==> src/rtl/rr_bus_arbiter.sv <==
// rr_bus_arbiter
//   N-way round-robin arbiter onto one shared WIDTH-bit bus, with a one-entry
//   registered output stage that sustains one word per cycle. With LOCK_PKT
//   set, a producer that wins mid-packet keeps the grant until its last beat.
//
// Ports
//   clock      rising-edge clock
//   reset      asynchronous, active-high reset
//   in_data    NUM_IN*WIDTH  channel i occupies bits [i*WIDTH +: WIDTH]
//   in_valid   NUM_IN        channel i holds a word
//   in_last    NUM_IN        channel i's current word ends its packet
//   in_ready   NUM_IN        channel i's word is taken this cycle (one-hot or zero)
//   out_data   WIDTH         registered bus word
//   out_sel    SEL_W         index of the channel that supplied out_data
//   out_last   1             registered in_last for out_data
//   out_valid  1             out_data holds a word
//   out_ready  1             downstream consumes the word
module rr_bus_arbiter #(
    parameter int WIDTH    = 32,
    parameter int NUM_IN   = 4,
    parameter int LOCK_PKT = 1,
    parameter int SEL_W    = $clog2(NUM_IN)
) (
    input  logic                    clock,
    input  logic                    reset,
    input  logic [NUM_IN*WIDTH-1:0] in_data,
    input  logic [NUM_IN-1:0]       in_valid,
    input  logic [NUM_IN-1:0]       in_last,
    output logic [NUM_IN-1:0]       in_ready,
    output logic [WIDTH-1:0]        out_data,
    output logic [SEL_W-1:0]        out_sel,
    output logic                    out_last,
    output logic                    out_valid,
    input  logic                    out_ready
);

    typedef enum logic {
        ST_OPEN,
        ST_LOCKED
    } arb_state_t;

    localparam logic [SEL_W:0]   NUM_IN_W = (SEL_W+1)'(NUM_IN);
    localparam logic [SEL_W-1:0] LAST_CH  = SEL_W'(NUM_IN - 1);

    arb_state_t       state, state_nxt;
    logic [SEL_W-1:0] lock_ch, lock_ch_nxt;
    logic [SEL_W-1:0] ptr, ptr_nxt;

    logic             accept;
    logic             gnt_found;
    logic [SEL_W-1:0] gnt_idx;
    logic [SEL_W:0]   scan_idx;
    logic [WIDTH-1:0] gnt_data;
    logic             gnt_last;
    logic             xfer_in;

    // The stage can take a word when empty or when its word leaves this cycle.
    assign accept = !out_valid || out_ready;

    // Grant selection: a locked channel owns the bus (even while its valid
    // is low); otherwise scan from ptr upward, wrapping at NUM_IN so unused
    // indices of a non-power-of-two count are never visited.
    always_comb begin
        gnt_found = 1'b0;
        gnt_idx   = '0;
        scan_idx  = '0;
        if (state == ST_LOCKED) begin
            gnt_found = in_valid[lock_ch];
            gnt_idx   = lock_ch;
        end else begin
            for (int unsigned k = 0; k < NUM_IN; k++) begin
                scan_idx = {1'b0, ptr} + (SEL_W+1)'(k);
                if (scan_idx >= NUM_IN_W) begin
                    scan_idx = scan_idx - NUM_IN_W;
                end
                if (!gnt_found && in_valid[scan_idx[SEL_W-1:0]]) begin
                    gnt_found = 1'b1;
                    gnt_idx   = scan_idx[SEL_W-1:0];
                end
            end
        end
    end

    // Data/last mux for the granted channel, built from constant slices.
    always_comb begin
        gnt_data = '0;
        gnt_last = 1'b0;
        for (int unsigned i = 0; i < NUM_IN; i++) begin
            if (gnt_idx == SEL_W'(i)) begin
                gnt_data = in_data[i*WIDTH +: WIDTH];
                gnt_last = in_last[i];
            end
        end
    end

    // Reset gates the handshake directly: the async clear of out_valid would
    // otherwise make accept true while reset is still asserted.
    assign xfer_in = gnt_found && accept && !reset;

    always_comb begin
        in_ready = '0;
        for (int unsigned i = 0; i < NUM_IN; i++) begin
            in_ready[i] = xfer_in && (gnt_idx == SEL_W'(i));
        end
    end

    // Lock / pointer next-state.
    always_comb begin
        state_nxt   = state;
        lock_ch_nxt = lock_ch;
        ptr_nxt     = ptr;
        if (xfer_in) begin
            if ((LOCK_PKT != 0) && !gnt_last) begin
                state_nxt   = ST_LOCKED;
                lock_ch_nxt = gnt_idx;
            end else begin
                state_nxt = ST_OPEN;
                ptr_nxt   = (gnt_idx == LAST_CH) ? '0 : gnt_idx + 1'b1;
            end
        end
    end

    always_ff @(posedge clock or posedge reset) begin
        if (reset) begin
            state   <= ST_OPEN;
            lock_ch <= '0;
            ptr     <= '0;
        end else begin
            state   <= state_nxt;
            lock_ch <= lock_ch_nxt;
            ptr     <= ptr_nxt;
        end
    end

    // Output stage: a new word replaces a departing one in the same cycle,
    // so back-to-back transfers carry no bubble.
    always_ff @(posedge clock or posedge reset) begin
        if (reset) begin
            out_valid <= 1'b0;
            out_data  <= '0;
            out_sel   <= '0;
            out_last  <= 1'b0;
        end else if (xfer_in) begin
            out_valid <= 1'b1;
            out_data  <= gnt_data;
            out_sel   <= gnt_idx;
            out_last  <= gnt_last;
        end else if (out_valid && out_ready) begin
            out_valid <= 1'b0;
        end
    end

endmodule

==> config.mk <==
export PLATFORM = sky130hd
export DESIGN_NAME = rr_bus_arbiter
export DESIGN_NICKNAME = d
export VERILOG_FILES = /design/src/rtl/rr_bus_arbiter.sv
export SDC_FILE = /design/constraint.sdc
export NUM_CORES = 1
export LEC_CHECK = 0
export ABC_AREA = 1
export BUFFER_PORTS_ARGS = -buffer_cell sky130_fd_sc_hd__buf_2
export CORE_ASPECT_RATIO = 1.2
export CORE_MARGIN = 4
export CORE_UTILIZATION = 48
export CTS_CLUSTER_SIZE = 10
export DETAILED_ROUTE_END_ITERATION = 10
export PLACE_DENSITY = 0.87
export SLEW_MARGIN = 20
export SYNTH_ARGS = -nofsm -noshare
export SYNTH_HDL_FRONTEND = slang
export SYNTH_SLANG_ARGS = --single-unit
==> constraint.sdc <==
create_clock -name clock -period 9.25 [get_ports clock]
set_input_delay 2.3125 -clock clock [delete_from_list [all_inputs] [get_ports clock]]
set_output_delay 2.3125 -clock clock [all_outputs]
set_load 0.01 [all_outputs]
# Word level (Yosys, flattened, before mapping)
# Cells that the tools add are included.
dict set report totals {
  reg_bits 41
  inputBits 139
  out_inout_bits 40
  wordCells 91
}
dict set report op_classes {
  n_addsub 8
  n_lt_le_gt_ge 9
  eq_ne 3
  muxes 43
  bitwise 1
  reduce_logical 20
}
# op n
set ops {}
lappend ops {{$mux W32} 4}
lappend ops {{$mux W2} 14}
lappend ops {{$mux W1} 20}
lappend ops {{$lt A2 B3 Y1 const B} 5}
lappend ops {{$bmux W1 S2} 5}
lappend ops {{$logic_and A1 B1 Y1} 10}
lappend ops {{$ge A3 B3 Y1 const B} 3}
lappend ops {{$sub A2 B1 Y2 const B} 4}
lappend ops {{$add A2 B2 Y3 const B} 2}
lappend ops {{$logic_not A1 Y1} 5}
lappend ops {{$eq A2 B2 Y1 const B} 2}
lappend ops {{$reduce_and A2 Y1} 2}
lappend ops {{$add A2 B1 Y3 const B} 1}
lappend ops {{$ge A2 B3 Y1 const B} 1}
lappend ops {{$add A2 B1 Y2 const B} 1}
lappend ops {{$eq A2 B1 Y1 const B} 1}
lappend ops {{$logic_not A2 Y1} 1}
lappend ops {{$reduce_bool A2 Y1} 1}
lappend ops {{$logic_or A1 B1 Y1} 1}
lappend ops {{$not A1 Y1} 1}

# Longest topological paths before layout
# Gate-level depths: netlist (run 1).
dict set report depth {
  depth_word 26
  mapped_depth 25
  ltp_nobuf 24
}

# Worst setup path after synthesis (run 1)
# Ideal clock, no wire load.
dict set report synth_path {
  kind {input -> output}
  start {input in_valid[1]}
  end {output in_ready[3]}
  t_arrival_ps 4275
  t_required_ps 6938
  path_slack_ps 2662
  stages 14
  path_buffers 2
  path_cell_list {inv_1 -> nand2_1 -> nand3_1 -> nand2_1 -> nor2_4 -> nand3_2 -> o21a_1 -> nand2_1 -> inv_1 -> ha_1 -> inv_1 -> clkbuf_1 -> buf_1 -> nor2_1}
}
dict set report synth_between {
  word_cells_on_any_way 33
  classes_between {eq/ne: 1; mux: 23; reduce/logical: 9}
}
# item line_no
set synth_rtl {}
lappend synth_rtl {{start: declaration} 27} ;# input logic [NUM_IN-1:0] in_valid,
lappend synth_rtl {{$bmux W1 S2} 76} ;# if (!gnt_found && in_valid[scan_idx[SEL_W-1:0]]) begin
lappend synth_rtl {{$mux W1 (not written as such)} 76}
lappend synth_rtl {{$mux W1} 76}
lappend synth_rtl {{$mux W1} 67} ;# if (state == ST_LOCKED) begin
lappend synth_rtl {{$logic_not A1 Y1} 76}
lappend synth_rtl {{$logic_and A1 B1 Y1} 76}
lappend synth_rtl {{$mux W1} 76}
lappend synth_rtl {{$mux W1} 67}
lappend synth_rtl {{(+3 left out)} n/a}
lappend synth_rtl {{$mux W1} 67}
lappend synth_rtl {{$logic_not A1 Y1} 76}
lappend synth_rtl {{$logic_and A1 B1 Y1} 76}
lappend synth_rtl {{$mux W2 *} 76}
lappend synth_rtl {{$mux W2 *} 67}
lappend synth_rtl {{net gnt_idx[0]} 51} ;# logic [SEL_W-1:0] gnt_idx;
lappend synth_rtl {{$eq A2 B2 Y1 *} 103} ;# in_ready[i] = xfer_in && (gnt_idx == SEL_W'(i));
lappend synth_rtl {{$logic_and A1 B1 Y1 *} 103}
lappend synth_rtl {{end: declaration} 29} ;# output logic [NUM_IN-1:0] in_ready,
# Mark *: on every way through the listed nets, which the timed path passes. The rest lies on a longest branch. The select of a mux whose other input is x is not followed.

# Worst setup path in the final report (run 1)
dict set report layout_path {
  start {input in_valid[3]}
  end {output in_ready[2]}
}
# The elaborated chain is that of the path after synthesis.

==> flow_metrics.env, run 1 <==
export IMPL_worst_slew_pin_slew_ns=0.901
export IMPL_chipHeight_um=95.0
export IMPL_number_of_global_route_vias_before_repair=3480
export IMPL_final_net_count=750
export IMPL_via_per_inst=5.22
export IMPL_max_cap_violations=0
export IMPL_synthesis_nets=589
export IMPL_worst_r2r_endpoint="ptr[0]$_DFFE_PP0P_"
export IMPL_initial_antenna_violation_count=1
export IMPL_place_detailed_hpwl_um=7520
export IMPL_startpoint="in_valid[3]"
export IMPL_grtUsageTotal_pct=26.7
export IMPL_timing_fmax_mhz=147
export IMPL_postCtsSetupBuffers=0
export IMPL_outcome="finished, final reports clean"
export IMPL_drt_wl_total_um=10100
export IMPL_overflow=0
export IMPL_cts_resized=0
export IMPL_grt_start_max_net_pins=65
export IMPL_initial_core_util_pct=49.7
export IMPL_rows=31
export IMPL_finalCriticalPeriod_ns=6.81
export IMPL_post_route_drc_count=0
export IMPL_powerDensity_nw_per_um2=454
export IMPL_syn_inst=446
export IMPL_fin_cells=689
export IMPL_finalHoldWorstSlack_ns=0.479
export IMPL_fin_total_pwr_mw=1.81
export IMPL_place_worst_setup_slack_ns=2.49
export IMPL_grt_first_pass_wirelength_um=15900
export IMPL_placedCellCount=682
export IMPL_max_slew_margin_pct=39.9
export IMPL_layout_cells_most_common="sky130_fd_sc_hd__nand2_1"
export IMPL_slew_violations=0
export IMPL_tritoncts="done"
export IMPL_numPortBuffers=178
export IMPL_fin_tns_setup_ns=0
export IMPL_worstPathArrival_ns=4.49
export IMPL_setup_ws_ns=2.44
export IMPL_die_area_sq_um=7640
export IMPL_crit_required_ns=6.94
export IMPL_postSynth_topFlopCell="sky130_fd_sc_hd__dfrtp_1"
export IMPL_ys_warn_count=0
export IMPL_cts_reportedPaths_clkPinSlew_ns=0.07
export IMPL_synth_yosys_seq_area_share_pct=33.9
export IMPL_final_min_period_over_clock_period_pct=73.6
export IMPL_reg2regPathDepth=22
export IMPL_worst_setup_path_end_kind="output pin"
export IMPL_drive_above_1_share_pct=37.2
export IMPL_wire_per_inst_um=14.6
export IMPL_die_width_um=80.5
export IMPL_synth_avg_cell_area_sq_um=6.78
export IMPL_r2r_start="ptr[0]$_DFFE_PP0P_"
export IMPL_clock_skew_final_ns=0.00595
export IMPL_syn_area_sq_um=3030
export IMPL_hold_violations=0
export IMPL_drtPass1Iterations=4
export IMPL_io_pin_count=179
export IMPL_vdd_drop_max_mv=0.209
export IMPL_cts_num_sinks=41
export IMPL_cts_max_path_buffers=2
export IMPL_netlist_cell_type_count=23
export IMPL_design_core_area_sq_um=6090
export IMPL_area_growth_synth_to_final_pct=32.1
export IMPL_num_antenna_cells=0
export IMPL_postCtsHoldBufs=0
export IMPL_h_tree_depth=2
export IMPL_drt_initial_drc_count=156
export IMPL_rsz0062_at_grt="false"
export IMPL_synth_async_sr_flop_share_pct=100
export IMPL_leakage_nw=2.43
export IMPL_cts_root_buf="sky130_fd_sc_hd__clkbuf_8"
export IMPL_worst_r2r_setup_slack_ns=5.91
export IMPL_detailroute_via_count=3600
export IMPL_hold_class="reg -> reg"
export IMPL_path_class="in -> out"
export IMPL_most_common_layout_cells="sky130_fd_sc_hd__nand2_1, sky130_fd_sc_hd__buf_2, sky130_fd_sc_hd__dfrtp_1"
export IMPL_report_final_setup_viol=0
export IMPL_ys_seq_elements=41
export IMPL_synth_enable_flop_cells=0
export IMPL_worst_setup_path_start_kind="input port"
export IMPL_worstSkewPairLatency_ns=0.29
export IMPL_final_antenna_net_count=0
export IMPL_worst_setup_path_endpoint="in_ready[2]"
export IMPL_worstPathMaxFanout=35
export IMPL_cts_inserted_buffers=5
export IMPL_place_congestion=0.979
==> stage by stage <==
stage / utilization (%) / area (sq um)
finish: 65.6 / 4000
global route: 65.6 / 4000
CTS: 65.6 / 4000
detailed placement: 64.1 / 3910
global placement: 64.1 / 3910
floorplan: - / 3030
==> flip-flops by register name (all words and copies together), names as in the netlist <==
| register | cells |
|---|---|
| out_last | 1 |
| ptr | 2 |
| out_valid | 1 |
| state | 1 |
| out_data | 32 |
| lock_ch | 2 |
| out_sel | 2 |
==> routing by layer <==
layer  GRT usage (%)  vias up  routed length (um)
met5               0        -                  13
met2            46.8      174                5050
li1                -     1765                   -
met4            12.0        2                 356
met3            6.20       35                 818
met1            30.6     1624                3840
==> how the worst min path moves through the flow <==
stage,cells after the start,endpoint,from
5_1_grt,2,out_data[27]$_DFFE_PP0P_,out_data[27]$_DFFE_PP0P_
3_5_place_dp,2,out_data[15]$_DFFE_PP0P_,out_data[15]$_DFFE_PP0P_
4_1_cts,2,out_data[15]$_DFFE_PP0P_,out_data[15]$_DFFE_PP0P_
2_1_floorplan,2,lock_ch[1]$_DFFE_PP0P_,lock_ch[1]$_DFFE_PP0P_
6_report,2,out_data[15]$_DFFE_PP0P_,out_data[15]$_DFFE_PP0P_
3_3_place_gp,2,out_data[14]$_DFFE_PP0P_,out_data[14]$_DFFE_PP0P_
==> synthesized netlist by cell type (2+ instances only) <==
master                     count  area [sq um]
sky130_fd_sc_hd__nand2_1     216           811
sky130_fd_sc_hd__dfrtp_1      41          1030
sky130_fd_sc_hd__o21ai_0      36           180
sky130_fd_sc_hd__a21oi_1      34           170
sky130_fd_sc_hd__o211ai_2     27           338
sky130_fd_sc_hd__inv_1        22          82.6
sky130_fd_sc_hd__clkbuf_1     15          56.3
sky130_fd_sc_hd__nand3_1      12          60.1
sky130_fd_sc_hd__nor2_1       10          37.5
sky130_fd_sc_hd__o211ai_1      6          45.0
sky130_fd_sc_hd__buf_2         5          25.0
sky130_fd_sc_hd__buf_6         4          45.0
sky130_fd_sc_hd__ha_1          4          50.1
sky130_fd_sc_hd__buf_1         3          11.3
sky130_fd_sc_hd__buf_4         2          15.0
sky130_fd_sc_hd__inv_4         2          12.5
==> power breakdown <==
part | switching [mW] | internal (mW)
Combinational | 0.901 | 0.468
Sequential | 0.0552 | 0.268
Clock | 0.0618 | 0.0590
==> layout make-up <==
class	instances	area, sq um
multi-input cells	351	1750
clock inverters	1	7.51
repair buffers	183	928
fillers	545	2090
flip-flops and latches	41	1030
inverters	25	98.8
well taps	82	103
clock buffers	6	82.6
==> worst max-delay path, stage by stage <==
cell and delay [ns]:
sky130_fd_sc_hd__buf_2 0.12, sky130_fd_sc_hd__inv_1 0.05, sky130_fd_sc_hd__nand2_1 0.06, sky130_fd_sc_hd__nand3_1 0.13, sky130_fd_sc_hd__nand2_1 0.12, sky130_fd_sc_hd__nor2_4 0.16, sky130_fd_sc_hd__nand3_1 0.08, sky130_fd_sc_hd__nand2_1 0.06
sky130_fd_sc_hd__inv_1 0.04, sky130_fd_sc_hd__nand2_1 0.05, sky130_fd_sc_hd__nand2_1 0.11, sky130_fd_sc_hd__ha_1 0.22, sky130_fd_sc_hd__inv_1 0.65, sky130_fd_sc_hd__nor2_1 0.13, sky130_fd_sc_hd__buf_2 0.18
==> cell families (layout without fill, tap and decap cells) <==
logic type | count (synthesis) | in the layout | synth area share (%)
fa+ha+maj | 4 | 4 | 1.65
flops | 41 | 41 | 33.9
simple gates | 241 | 241 | 31.1
compound gates | 106 | 106 | 25.0
buf+inv | 54 | 215 | 8.31
Power figures use the tool's default switching activity.
==> inputs of run 2 (changes only) <==
--- a/config.mk
+++ b/config.mk
@@ -9,10 +9,10 @@
 export BUFFER_PORTS_ARGS = -buffer_cell sky130_fd_sc_hd__buf_2
 export CORE_ASPECT_RATIO = 1.2
 export CORE_MARGIN = 4
-export CORE_UTILIZATION = 48
+export CORE_UTILIZATION = 40
 export CTS_CLUSTER_SIZE = 10
 export DETAILED_ROUTE_END_ITERATION = 10
-export PLACE_DENSITY = 0.87
+export PLACE_DENSITY = 0.78
 export SLEW_MARGIN = 20
 export SYNTH_ARGS = -nofsm -noshare
 export SYNTH_HDL_FRONTEND = slang
==> constraint.sdc (replaced) <==
create_clock -name clock -period 5.7 [get_ports clock]
set_input_delay 1.425 -clock clock [delete_from_list [all_inputs] [get_ports clock]]
set_output_delay 1.425 -clock clock [all_outputs]
set_load 0.01 [all_outputs]
==> run 2 against run 1 <==
Worst hold slack worse by 0.0033 ns. Sequential power up 62%. Global-route usage fell by 4.8 points. Critical path depth fell by 1. Die area rose by 18%. Largest cell class unchanged. Highest routed layer is now met4.
==> flow_metrics.env, run 2 (synthesis results as in run 1) <==
export IMPL_hold_violations=0
export IMPL_max_cap_violations=0
export IMPL_grt_start_max_net_pins=65
export IMPL_worst_setup_path_end_kind="output pin"
export IMPL_crit_required_ns=4.28
export IMPL_powerDensity_nw_per_um2=726
export IMPL_via_per_inst=4.99
export IMPL_place_detailed_hpwl_um=7450
export IMPL_postCtsHoldBufs=0
export IMPL_numPortBuffers=178
export IMPL_timing_fmax_mhz=225
export IMPL_worst_setup_path_start_kind="input port"
export IMPL_max_slew_margin_pct=50.6
export IMPL_path_class="in -> out"
export IMPL_crit_top_cell="sky130_fd_sc_hd__nand2_1"
export IMPL_wire_per_inst_um=13.9
export IMPL_num_antenna_cells=0
export IMPL_worst_slew_pin_slew_ns=0.742
export IMPL_chipHeight_um=103
export IMPL_grtUsageTotal_pct=21.9
export IMPL_postCtsSetupBuffers=0
export IMPL_rows=34
export IMPL_drt_wl_total_um=9730
export IMPL_top_register="out_data"
export IMPL_fin_tns_setup_ns=0
export IMPL_reg2regPathDepth=20
export IMPL_fin_total_pwr_mw=2.91
export IMPL_cts_root_buf="sky130_fd_sc_hd__clkbuf_8"
export IMPL_worstPathMaxFanout=4
export IMPL_timing_critical_path_cells="buf_2, inv_1, nand2_1, nand3_1, nand2_1, nor2_4, nand3_2, o21a_1, nand2_1, inv_1, ha_1, inv_2, nor2_1, buf_2"
export IMPL_die_width_um=87.4
export IMPL_grt_first_pass_wirelength_um=15600
export IMPL_worst_r2r_setup_slack_ns=2.53
export IMPL_place_congestion=0.818
export IMPL_number_of_global_route_vias_before_repair=3305
export IMPL_hold_class="reg -> reg"
export IMPL_cts_num_sinks=41
export IMPL_hold_path_end="out_data[23]$_DFFE_PP0P_"
export IMPL_layout_cells_most_common="sky130_fd_sc_hd__nand2_1"
export IMPL_leakage_nw=2.43
export IMPL_worst_path_largest_cell_delay_ns=0.24
export IMPL_final_net_count=751
export IMPL_tritoncts="done"
export IMPL_report_final_setup_viol=0
export IMPL_final_antenna_net_count=0
export IMPL_largest_reg_flops=32
export IMPL_initial_core_util_pct=41.3
export IMPL_overflow=0
export IMPL_worst_r2r_endpoint="out_data[19]$_DFFE_PP0P_"
export IMPL_cts_reportedPaths_clkPinSlew_ns=0.07
export IMPL_worstSkewPairLatency_ns=0.29
export IMPL_most_common_layout_cells="sky130_fd_sc_hd__nand2_1, sky130_fd_sc_hd__buf_2, sky130_fd_sc_hd__dfrtp_1"
export IMPL_initial_antenna_violation_count=0
export IMPL_clock_skew_final_ns=0.00841
export IMPL_vdd_drop_max_mv=0.731
export IMPL_detailroute_via_count=3486
export IMPL_slew_violations=0
export IMPL_outcome="finished, final reports clean"
export IMPL_design_core_area_sq_um=7320
export IMPL_cts_inserted_buffers=5
export IMPL_area_growth_synth_to_final_pct=32.5
export IMPL_drive_above_1_share_pct=37.3
export IMPL_final_min_period_over_clock_period_pct=77.9
export IMPL_post_route_drc_count=0
export IMPL_io_pin_count=179
export IMPL_die_area_sq_um=9020
export IMPL_rsz0062_at_grt="false"
export IMPL_hold_path_startpoint="out_data[23]$_DFFE_PP0P_"
export IMPL_crit_path_top_delay_cell="sky130_fd_sc_hd__ha_1"
export IMPL_cts_resized=0
export IMPL_drt_initial_drc_count=104
export IMPL_worstPathArrival_ns=3.01
export IMPL_hold_path_cell_count=2
export IMPL_finalCriticalPeriod_ns=4.44
export IMPL_drtPass1Iterations=4
export IMPL_h_tree_depth=2
export IMPL_cts_max_path_buffers=2
export IMPL_r2r_start="ptr[0]$_DFFE_PP0P_"
[run 2: cell types whose count changed in the layout (fill, tap and decap cells not counted), sizes merged]
cell / change
buf: +1
clkbuf: +1
clkinv: -1
inv: +1
[run 2: cell type report]
type	count	area [sq um]
Clock buffer	7	76.3
Multi-Input combinational cell	351	1750
Tap cell	90	113
Fill cell	724	3310
Sequential cell	41	1030
Clock inverter	1	7.51
Inverter	25	98.8
Timing Repair Buffer	184	936
[run 2: through the flow]
stage	std cells	setup slack, ns	area [sq um]	hold WS, ns	util (%)
2_1_floorplan	446	0.887	3030	0.493	-
3_3_place_gp	691	1.32	3920	0.460	53.6
3_5_place_dp	691	1.27	3920	0.459	53.6
4_1_cts	699	1.26	4010	0.480	54.8
5_1_grt	699	1.06	4010	0.500	54.8
6_report	699	1.26	4010	0.476	54.8
[run 2: where the power goes]
group / total, mW / leakage (nW) / internal, mW / switching, mW
combinational: 2.21 / 1.88 / 0.765 / 1.44
sequential: 0.523 / 0.516 / 0.435 / 0.0881
clock: 0.183 / 0.0385 / 0.0866 / 0.0960
total: 2.91 / 2.43 / 1.29 / 1.62
[run 2: routing by layer]
layer  up-vias  part of all wire (%)  GRT usage (%)
met5         -                     0              0
met4         0                   3.1           9.21
met3        17                   6.3           4.04
met2       146                    52           39.7
met1      1553                    39           25.2
li1       1770                     -              -
[run 2: how the worst max path moves through the flow]
stage / end / startpoint / cells after the start / slack, ns
final: in_ready[3] / in_valid[1] / 14 / 1.26
after CTS: in_ready[3] / in_valid[1] / 14 / 1.26
after global routing: in_ready[3] / in_valid[1] / 14 / 1.06
after detailed placement: in_ready[3] / in_valid[1] / 14 / 1.27
after floorplan: in_ready[3] / in_valid[1] / 14 / 0.89
after global placement: in_ready[3] / in_valid[1] / 14 / 1.32
[run 2: worst max-delay path: cells and delay by family]
kind	cells	cell delay [ns]
compound gates	1	0.15
fa+ha+maj	1	0.24
buf+inv	5	0.48
simple gates	7	0.73
